===== config.mk =====
export PLATFORM = sky130hd
export DESIGN_NAME = log_reader_flat
export DESIGN_NICKNAME = d
export VERILOG_FILES = /design/src/rtl/log_reader_pkg.sv /design/src/rtl/log_reader_if.sv /design/src/rtl/log_entry_counter.sv /design/src/rtl/log_reader.sv /design/src/flat_wrapper.sv
export SDC_FILE = /design/constraint.sdc
export NUM_CORES = 1
export LEC_CHECK = 0
export ABC_AREA = 1
export BUFFER_PORTS_ARGS = -buffer_cell sky130_fd_sc_hd__buf_2
export CAP_MARGIN = 30
export CORE_UTILIZATION = 30
export CTS_BUF_LIST = sky130_fd_sc_hd__clkbuf_8
export DETAILED_ROUTE_END_ITERATION = 8
export PLACE_DENSITY_LB_ADDON = 0.25
export SLEW_MARGIN = 20
export SYNTH_ARGS = -nofsm -noshare
export SYNTH_HDL_FRONTEND = slang
export SYNTH_SLANG_ARGS = --single-unit

===== constraint.sdc =====
create_clock -name clk -period 2.14 [get_ports clk]
set_clock_uncertainty 0.05 [all_clocks]
set_input_delay 0.321 -clock clk [delete_from_list [all_inputs] [get_ports clk]]
set_output_delay 0.321 -clock clk [all_outputs]
set_load 0.01 [all_outputs]

===== src/rtl/log_reader_pkg.sv =====
// Shared widths and FSM state type for the violation log reader.
// Optional macro LOG_READER_PARITY_EN adds an even-parity output.
package log_reader_pkg;

  localparam int unsigned LOG_ENTRY_W = 37;
  localparam int unsigned LOG_ADDR_W  = 16;

  typedef enum logic [2:0] {
    IDLE = 3'd0,
    READ = 3'd1,
    CAP  = 3'd2,
    SEND = 3'd3,
    FIN  = 3'd4
  } state_t;

endpackage


===== src/rtl/log_reader_if.sv =====
// Log RAM read port plus the outgoing entry stream.
// master: log_reader side; slave: RAM / debug consumer side.
// Optional macro LOG_READER_PARITY_EN adds out_parity.
interface log_reader_if import log_reader_pkg::*; #(
  parameter int unsigned ENTRY_W = LOG_ENTRY_W,
  parameter int unsigned ADDR_W  = LOG_ADDR_W
) ();

  logic               re;
  logic [ADDR_W-1:0]  rd_addr;
  logic [ENTRY_W-1:0] rd_data;
  logic               out_valid;
  logic               out_ready;
  logic [ENTRY_W-1:0] out_data;
  logic               out_last;
`ifdef LOG_READER_PARITY_EN
  logic               out_parity;
`endif

  modport master (
`ifdef LOG_READER_PARITY_EN
    output out_parity,
`endif
    output re, rd_addr, out_valid, out_data, out_last,
    input  rd_data, out_ready
  );

  modport slave (
`ifdef LOG_READER_PARITY_EN
    input  out_parity,
`endif
    input  re, rd_addr, out_valid, out_data, out_last,
    output rd_data, out_ready
  );

endinterface


===== src/rtl/log_entry_counter.sv =====
// Counts snooped logger writes, saturating at LOG_DEPTH with a sticky
// overflow flag; clr_ram clears both and wins over a coincident write.
module log_entry_counter import log_reader_pkg::*; #(
  parameter  int unsigned LOG_DEPTH = 1024,
  localparam int unsigned CNT_W     = $clog2(LOG_DEPTH + 1)
) (
  input  logic             clk,
  input  logic             reset_n,
  input  logic             log_we,
  input  logic             clr_ram,
  output logic [CNT_W-1:0] entry_cnt,
  output logic             overflow
);

  localparam logic [CNT_W-1:0] DEPTH_C = CNT_W'(LOG_DEPTH);

  // Saturating entry count and sticky overflow.
  always_ff @(posedge clk or negedge reset_n) begin
    if (!reset_n) begin
      entry_cnt <= '0;
      overflow  <= 1'b0;
    end else if (clr_ram) begin
      entry_cnt <= '0;
      overflow  <= 1'b0;
    end else if (log_we) begin
      if (entry_cnt < DEPTH_C) entry_cnt <= entry_cnt + 1'b1;
      else                     overflow  <= 1'b1;
    end
  end

endmodule


===== src/rtl/log_reader.sv =====
// Drains the violation log RAM and streams each entry over valid/ready.
// A dump reads one entry per READ/CAP/SEND round; dump length is a
// snapshot of the entry count taken at start.
// Optional macro LOG_READER_PARITY_EN adds out_parity captured with out_data.
module log_reader import log_reader_pkg::*; #(
  parameter  int unsigned LOG_DEPTH = 1024,
  parameter  int unsigned ENTRY_W   = LOG_ENTRY_W,
  parameter  int unsigned ADDR_W    = LOG_ADDR_W,
  localparam int unsigned CNT_W     = $clog2(LOG_DEPTH + 1)
) (
  input  logic           clk,
  input  logic           reset_n,
  input  logic           log_we,
  input  logic           clr_ram,
  input  logic           start,
  log_reader_if.master   bus,
  output logic           busy,
  output logic           done,
  output logic           overflow
);

  state_t             state, state_n;
  logic [CNT_W-1:0]   entry_cnt;
  logic [CNT_W-1:0]   dump_len;
  logic [CNT_W-1:0]   rd_ptr;
  logic [ADDR_W-1:0]  rd_addr_q;
  logic [ENTRY_W-1:0] out_data_q;
  logic               out_last_q;

  log_entry_counter #(.LOG_DEPTH(LOG_DEPTH)) u_cnt (
    .clk       (clk),
    .reset_n   (reset_n),
    .log_we    (log_we),
    .clr_ram   (clr_ram),
    .entry_cnt (entry_cnt),
    .overflow  (overflow)
  );

  // State register.
  always_ff @(posedge clk or negedge reset_n) begin
    if (!reset_n) state <= IDLE;
    else          state <= state_n;
  end

  // Next-state logic; clr_ram aborts any dump back to IDLE.
  always_comb begin
    state_n = state;
    case (state)
      IDLE:    if (start) state_n = (entry_cnt != '0) ? READ : FIN;
      READ:    state_n = CAP;
      CAP:     state_n = SEND;
      SEND:    if (bus.out_ready) state_n = out_last_q ? FIN : READ;
      FIN:     state_n = IDLE;
      default: state_n = IDLE;
    endcase
    if (clr_ram) state_n = IDLE;
  end

  // Dump pointer/length, read address and captured entry.
  always_ff @(posedge clk or negedge reset_n) begin
    if (!reset_n) begin
      dump_len   <= '0;
      rd_ptr     <= '0;
      rd_addr_q  <= '0;
      out_data_q <= '0;
      out_last_q <= 1'b0;
    end else if (!clr_ram) begin
      case (state)
        IDLE: if (start && entry_cnt != '0) begin
          dump_len  <= entry_cnt;
          rd_ptr    <= '0;
          rd_addr_q <= '0;
        end
        CAP: begin
          out_data_q <= bus.rd_data;
          out_last_q <= (rd_ptr == dump_len - 1'b1);
        end
        SEND: if (bus.out_ready && !out_last_q) begin
          rd_ptr    <= rd_ptr + 1'b1;
          rd_addr_q <= ADDR_W'(rd_ptr + 1'b1);
        end
        default: ;
      endcase
    end
  end

`ifdef LOG_READER_PARITY_EN
  logic out_parity_q;

  // Even parity of the entry, captured alongside out_data.
  always_ff @(posedge clk or negedge reset_n) begin
    if (!reset_n)                      out_parity_q <= 1'b0;
    else if (!clr_ram && state == CAP) out_parity_q <= ^bus.rd_data;
  end

  assign bus.out_parity = out_parity_q;
`endif

  assign bus.re        = (state == READ);
  assign bus.rd_addr   = rd_addr_q;
  assign bus.out_valid = (state == SEND);
  assign bus.out_data  = out_data_q;
  assign bus.out_last  = out_last_q;
  assign busy          = (state != IDLE);
  assign done          = (state == FIN);

endmodule

===== src/flat_wrapper.sv =====
// flat-port wrapper written by rule: the top's interface ports become plain ports
module log_reader_flat import log_reader_pkg::*;
#(
  parameter  int unsigned LOG_DEPTH = 1024,
  parameter  int unsigned ENTRY_W   = LOG_ENTRY_W,
  parameter  int unsigned ADDR_W    = LOG_ADDR_W,
  localparam int unsigned CNT_W     = $clog2(LOG_DEPTH + 1)
)
  (clk, reset_n, log_we, clr_ram, start, busy, done, overflow, bus_re, bus_rd_addr, bus_out_valid, bus_out_data, bus_out_last, bus_rd_data, bus_out_ready);
  log_reader_if #(.ENTRY_W(ENTRY_W), .ADDR_W(ADDR_W)) bus_i ();
  input  logic clk;
  input  logic reset_n;
  input  logic log_we;
  input  logic clr_ram;
  input  logic start;
  output logic busy;
  output logic done;
  output logic overflow;
  output wire logic [$bits(bus_i.re)-1:0] bus_re;
  output wire logic [$bits(bus_i.rd_addr)-1:0] bus_rd_addr;
  output wire logic [$bits(bus_i.out_valid)-1:0] bus_out_valid;
  output wire logic [$bits(bus_i.out_data)-1:0] bus_out_data;
  output wire logic [$bits(bus_i.out_last)-1:0] bus_out_last;
  input wire logic [$bits(bus_i.rd_data)-1:0] bus_rd_data;
  input wire logic [$bits(bus_i.out_ready)-1:0] bus_out_ready;
  assign bus_re = bus_i.re;
  assign bus_rd_addr = bus_i.rd_addr;
  assign bus_out_valid = bus_i.out_valid;
  assign bus_out_data = bus_i.out_data;
  assign bus_out_last = bus_i.out_last;
  assign bus_i.rd_data = bus_rd_data;
  assign bus_i.out_ready = bus_out_ready;
  log_reader #(.LOG_DEPTH(LOG_DEPTH), .ENTRY_W(ENTRY_W), .ADDR_W(ADDR_W)) u_core (.clk(clk), .reset_n(reset_n), .log_we(log_we), .clr_ram(clr_ram), .start(start), .bus(bus_i), .busy(busy), .done(done), .overflow(overflow));
endmodule

==> qor.txt, run 1 <==
status: finished, final reports clean
Post-route DRC: 0
Critical Path Start Type: flip-flop
post-route ant nets: 0
Worst Setup End Kind: output pin
Critical Path Max Stage Delay: 450 ps
final WL: 8.60 mm
via count: 3118
initial antenna violation count: 0
area of the die: 13400 um^2
crit path DAT: 1490 ps
synth unique cells: 36
Max Cap Viol: 0
GRT met2 Usage: 22.0%
Avg Inst Size Synth: 9.17 um^2
Worst path slowest cell: dfrtp_1
largest net degree at the start of global routing: 51
vias in the first global route: 2988
ranking of synthesized cells by area: dfrtp_1, mux2_2, nand2_1
fill cell count: 1341
clock-pin slew on the worst setup and hold paths: 90 ps
# IOs: 102
Multi-input gate area: 1730 um^2
commonest cells after routing, fill and taps aside: nand2_1, buf_2, dfrtp_1
Top Usage Layer GRT: met2
Synth top area share: 49.0%
grt ovf: 0
CTS sink count: 76
switching power: 0.00177 W
hold_buf cts: 1
Buf+Inv Stages, Crit Path: 3
internal cell power: 0.00339 W
Hold Vio Cnt, Final: 0
DIE HEIGHT: 116 um
H-tree level count: 3
final setup violation count: 0
Top delay family on crit path: flip-flops
first-pass GRT wire length: 14.3 mm
Warnings, synthesis: 0
via/cell ratio: 4.44
most common cell after layout, fill and taps aside: nand2_1
Reg area: 1900 um^2
drt initial violations: 179
area growth from synthesis to layout: 23.8%
post-synthesis register bit count: 76
RSZ-0062 raised after global routing: false
Sw Share: 34.4%
Global Route Usage Sum: 13.8%
CTS resizes: 0
CTS buffer count: 9
Worst EP required: 1770 ps
VDD IR max: 0.528 mV
DP Wirelength: 6.55 mm
Rows: 41
Diodes inserted: 0
worst-path fanout max: 12
Hold Path Class: in2reg
GRT met1 Usage: 18.3%
critical path type: reg2out
Pleak: 2.38 nW
Comb pwr share: 35.9%
post-layout minimum cycle time: 1860 ps
placer congestion estimate: 0.817
worst hold slack: 144 ps
fraction of layout cells with a size suffix above 1: 35.3%
TritonCTS clock tree: built
final net count: 572
Post-Synthesis Cells: 423
setup tns final: 0 ps
Cell Pwr Density: 1070 nW/um^2
worst-path cell chain: nor2_4, nand2_2, inv_2, buf_4, buf_2
clk_lat worst skew: 350 ps
worst rel slew slack: 57.5%
Slew Limit Fails: 0
Max clock buf depth: 2
routed length per instance: 12.2 um
clock power share: 24.4%
root buf cell: clkbuf_8
worst-margin pin slew: 638 ps
Starting Density: 30.7%
Post-CTS Setup Inserts: 0
Horiz. Die Dim: 116 um
Seq/Total Area, Yosys: 49.0%
first-pass detailed-route iteration total: 5
period utilization: 87.0%
Synth area leader: dfrtp_1
Highest Clock Rate: 537 MHz
Mapped Area: 3880 um^2
Core Box Area: 12600 um^2
Global Route met3 Usage: 3.92%
port bufs: 97
Flop pwr share: 39.7%
## per-stage QoR
step / power [W] / worst slack (ps) / cell area (um^2) / util (%) / std cells
floorplan: 0.00329 / 613 / 3890 / - / 426
detailed placement: 0.00395 / 353 / 4560 / 36.1 / 685
finish: 0.00516 / 277 / 4800 / 38.0 / 702
CTS: 0.00524 / 242 / 4800 / 38.0 / 702
global route: 0.00557 / 147 / 4800 / 38.0 / 702
global placement: 0.00391 / 396 / 4560 / 36.1 / 685
## final cells by class
class / count / share of cell area (%)
Clock inverter: 6 / 1.96
Tap cell: 172 / 4.48
Sequential cell: 76 / 39.6
Inverter: 39 / 3.13
Timing Repair Buffer: 103 / 11.9
Multi-Input combinational cell: 296 / 36.0
Clock buffer: 10 / 2.87
## synth_stat cells (all sizes together)
| cell | n |
|---|---|
| xnor3 | 1 |
| or2 | 2 |
| nand3 | 29 |
| o21ai | 35 |
| o22ai | 2 |
| mux2 | 37 |
| nor2 | 35 |
| clkbuf | 2 |
| nand4 | 2 |
| buf | 13 |
| conb | 1 |
| nand2 | 108 |
| xor2 | 5 |
| xnor2 | 4 |
| clkinv | 1 |
| nand3b | 3 |
| and2 | 1 |
| dfrtp | 76 |
| nor3 | 13 |
| inv | 38 |
| ha | 4 |
| a21oi | 11 |
## final timing paths
check,endpoint,slack (ps),cells after the start,startpoint
worst max register to register,u_core.bus.rd_addr[11]$_DFFE_PN0P_,340,11,u_core.u_cnt.entry_cnt[0]$_DFFE_PN0P_
max in group asynchronous,u_core.u_cnt.entry_cnt[3]$_DFFE_PN0P_,960,3,reset_n
min in group asynchronous,u_core.bus.out_data[29]$_DFFE_PN0P_,500,2,reset_n
worst min register to register,u_core.bus.out_data[7]$_DFFE_PN0P_,450,1,u_core.bus.out_data[7]$_DFFE_PN0P_
worst max-delay path,bus_out_valid,280,5,u_core.state[2]$_DFFE_PN0P_
worst min-delay path,u_core.bus.out_data[22]$_DFFE_PN0P_,140,2,bus_rd_data[22]
## power by group through the flow
stage	Combinational, W	Clock [W]	Sequential (W)
floorplan	0.00107	0	0.00222
global placement	0.00186	0	0.00206
detailed placement	0.00187	0	0.00208
CTS	0.00188	0.00131	0.00205
global route	0.00210	0.00137	0.00210
finish	0.00185	0.00126	0.00205
## registers in the layout, indices dropped and copies added (netlist names)
signal,flops
u_core.bus.rd_addr,2
u_core.bus.out_data,37
u_core.dump_len,11
u_core.rd_ptr,10
u_core.bus.out_last,1
u_core.u_cnt.entry_cnt,11
u_core.state,3
u_core.u_cnt.overflow,1
## per-layer routing
metal / vias to the layer above / wire length, um
li1: 1577 / -
met1: 1461 / 3990
met2: 69 / 4130
met3: 11 / 377
met4: 0 / 104
met5: - / 0
## cells by family after synthesis
kind of cell	synth area share [%]
mux	10.7
other cells	0.0967
flops	49.0
fa+ha+maj	1.29
buf+inv	6.68
simple gates	22.1
compound gates	7.42
xor+xnor	2.61
(Power assumes the default switching activity.)
==> inputs of run 2 (changes only) <==
--- a/config.mk
+++ b/config.mk
@@ -8,6 +8,7 @@
 export ABC_AREA = 1
 export BUFFER_PORTS_ARGS = -buffer_cell sky130_fd_sc_hd__buf_2
 export CAP_MARGIN = 30
+export CORE_MARGIN = 2
 export CORE_UTILIZATION = 30
 export CTS_BUF_LIST = sky130_fd_sc_hd__clkbuf_8
 export DETAILED_ROUTE_END_ITERATION = 8
==> qor.txt, run 2 (synthesis gave the netlist of run 1 again) <==
max FFs per register: 37 (unchanged)
Core Box Area: 12600 um^2 (unchanged)
CTS buffer count: 9 (unchanged)
fill cell count: 1314 (-2.0%)
Global Route Usage Sum: 13.3% (-0.50 points)
initial antenna violation count: 0 (unchanged)
Post-CTS Setup Inserts: 0 (unchanged)
status: finished, final reports clean
root buf cell: clkbuf_8
pre-CTS WS: 330 ps (-22.2 ps)
Worst Setup End Kind: output pin
clk_lat worst skew: 350 ps (about the same)
RSZ-0062 raised after global routing: false
Buf+Inv Stages, Crit Path: 3 (unchanged)
worst-path cell chain: nor2_4, nand2_2, inv_2, buf_4, buf_2
worst hold slack: 150 ps (+5.28 ps)
CTS sink count: 76 (unchanged)
Multi-input gate area: 1730 um^2 (unchanged)
final setup violation count: 0 (unchanged)
vias in the first global route: 3123 (+4.5%)
grt ovf: 0 (unchanged)
H-tree level count: 3 (unchanged)
Hold Path Class: in2reg
final core occ: 37.9% (-0.089 points)
largest net degree at the start of global routing: 40 (-22%)
area of the die: 13800 um^2 (+3.5%)
critical path type: reg2out
worst-path fanout max: 12 (unchanged)
Highest Clock Rate: 527 MHz (-1.8%)
port bufs: 97 (unchanged)
crit path DAT: 1530 ps (+40 ps)
worst-margin pin slew: 527 ps (-110 ps)
hold_buf cts: 1 (unchanged)
Slew Limit Fails: 0 (unchanged)
via/cell ratio: 4.45 (+0.13%)
commonest cells after routing, fill and taps aside: nand2_1, buf_2, dfrtp_1
Starting Density: 30.7% (unchanged)
first-pass GRT wire length: 15.0 mm (+5.0%)
Cell Pwr Density: 1070 nW/um^2 (-0.52%)
Max clock buf depth: 2 (unchanged)
final WL: 8.79 mm (+2.2%)
via count: 3131 (+0.42%)
Critical Path Start Type: flip-flop
final worst setup slack: 243 ps (-34.4 ps)
CTS resizes: 0 (unchanged)
area growth from synthesis to layout: 23.5%
worst rel slew slack: 64.8% (+7.3 points)
clock-pin slew on the worst setup and hold paths: 70 ps (-20 ps)
TritonCTS clock tree: built
Worst path slowest cell: dfrtp_1
Worst EP required: 1770 ps (about the same)
first-pass detailed-route iteration total: 5 (unchanged)
Post-route DRC: 0 (unchanged)
post-layout minimum cycle time: 1900 ps (+34.4 ps)
Rows: 41 (unchanged)
period utilization: 88.6% (+1.6 points)
setup tns final: 0 ps (unchanged)
Diodes inserted: 0 (unchanged)
placer congestion estimate: 0.855 (+4.6%)
DIE HEIGHT: 118 um (+1.7%)
Critical Path Max Stage Delay: 450 ps (about the same)
post-route ant nets: 0 (unchanged)
R2R setup slack: 330 ps (about the same)
fraction of layout cells with a size suffix above 1: 35.2% (-0.13 points)
VDD IR max: 0.556 mV (+5.3%)
final net count: 574 (+0.35%)
Horiz. Die Dim: 118 um (+1.7%)
Hold Vio Cnt, Final: 0 (unchanged)
Pleak: 2.38 nW (+0.14%)
Max Cap Viol: 0 (unchanged)
DP Wirelength: 6.70 mm (+2.3%)
# IOs: 102 (unchanged)
most common cell after layout, fill and taps aside: nand2_1
routed length per instance: 12.5 um (+1.9%)
Reg area: 1900 um^2 (unchanged)
drt initial violations: 157 (-12%)
Top delay family on crit path: flip-flops
[run 2: cell types whose count changed in the layout (fill, tap and decap cells not counted), sizes merged]
cell  previous run  this run
buf            102       104
[run 2: final cells by class]
class                   instances  share of cell area, %
repair buffers                105                   12.0
well taps                     172                   4.49
flip-flops and latches         76                   39.7
multi-input cells             296                   36.1
inverters                      39                   3.14
clock inverters                 6                   1.67
clock buffers                  10                   2.87
[run 2: per-layer routing]
layer,share of wire (%),vias up,global-route usage [%]
met1,46,1479,16.4
met3,4.9,9,3.78
met4,1.0,0,3.69
met2,48,67,22.6
met5,0,-,0
li1,-,1576,-
[run 2: final timing paths]
| kind | endpoint | depth (start not counted) | startpoint |
|---|---|---|---|
| min in group asynchronous | u_core.rd_ptr[6]$_DFFE_PN0P_ | 2 | reset_n |
| worst max-delay path | bus_out_valid | 5 | u_core.state[2]$_DFFE_PN0P_ |
| max in group asynchronous | u_core.bus.out_data[35]$_DFFE_PN0P_ | 3 | reset_n |
| worst min register to register | u_core.bus.rd_addr[11]$_DFFE_PN0P_ | 2 | u_core.bus.rd_addr[11]$_DFFE_PN0P_ |
| worst max register to register | u_core.rd_ptr[0]$_DFFE_PN0P_ | 11 | u_core.u_cnt.entry_cnt[0]$_DFFE_PN0P_ |
| worst min-delay path | u_core.bus.out_data[1]$_DFFE_PN0P_ | 2 | bus_rd_data[1] |
[run 2: through the flow]
step | std cells | power [W] | area [um^2]
final | 704 | 0.00512 | 4790
after global routing | 704 | 0.00550 | 4790
after CTS | 704 | 0.00521 | 4790
after detailed placement | 687 | 0.00397 | 4560
after global placement | 687 | 0.00394 | 4560
after floorplan | 426 | 0.00329 | 3890
[run 2: report_power, final]
part	switching, W	internal [W]
clock	0.000525	0.000679
sequential	0.000224	0.00183
combinational	0.00101	0.000859
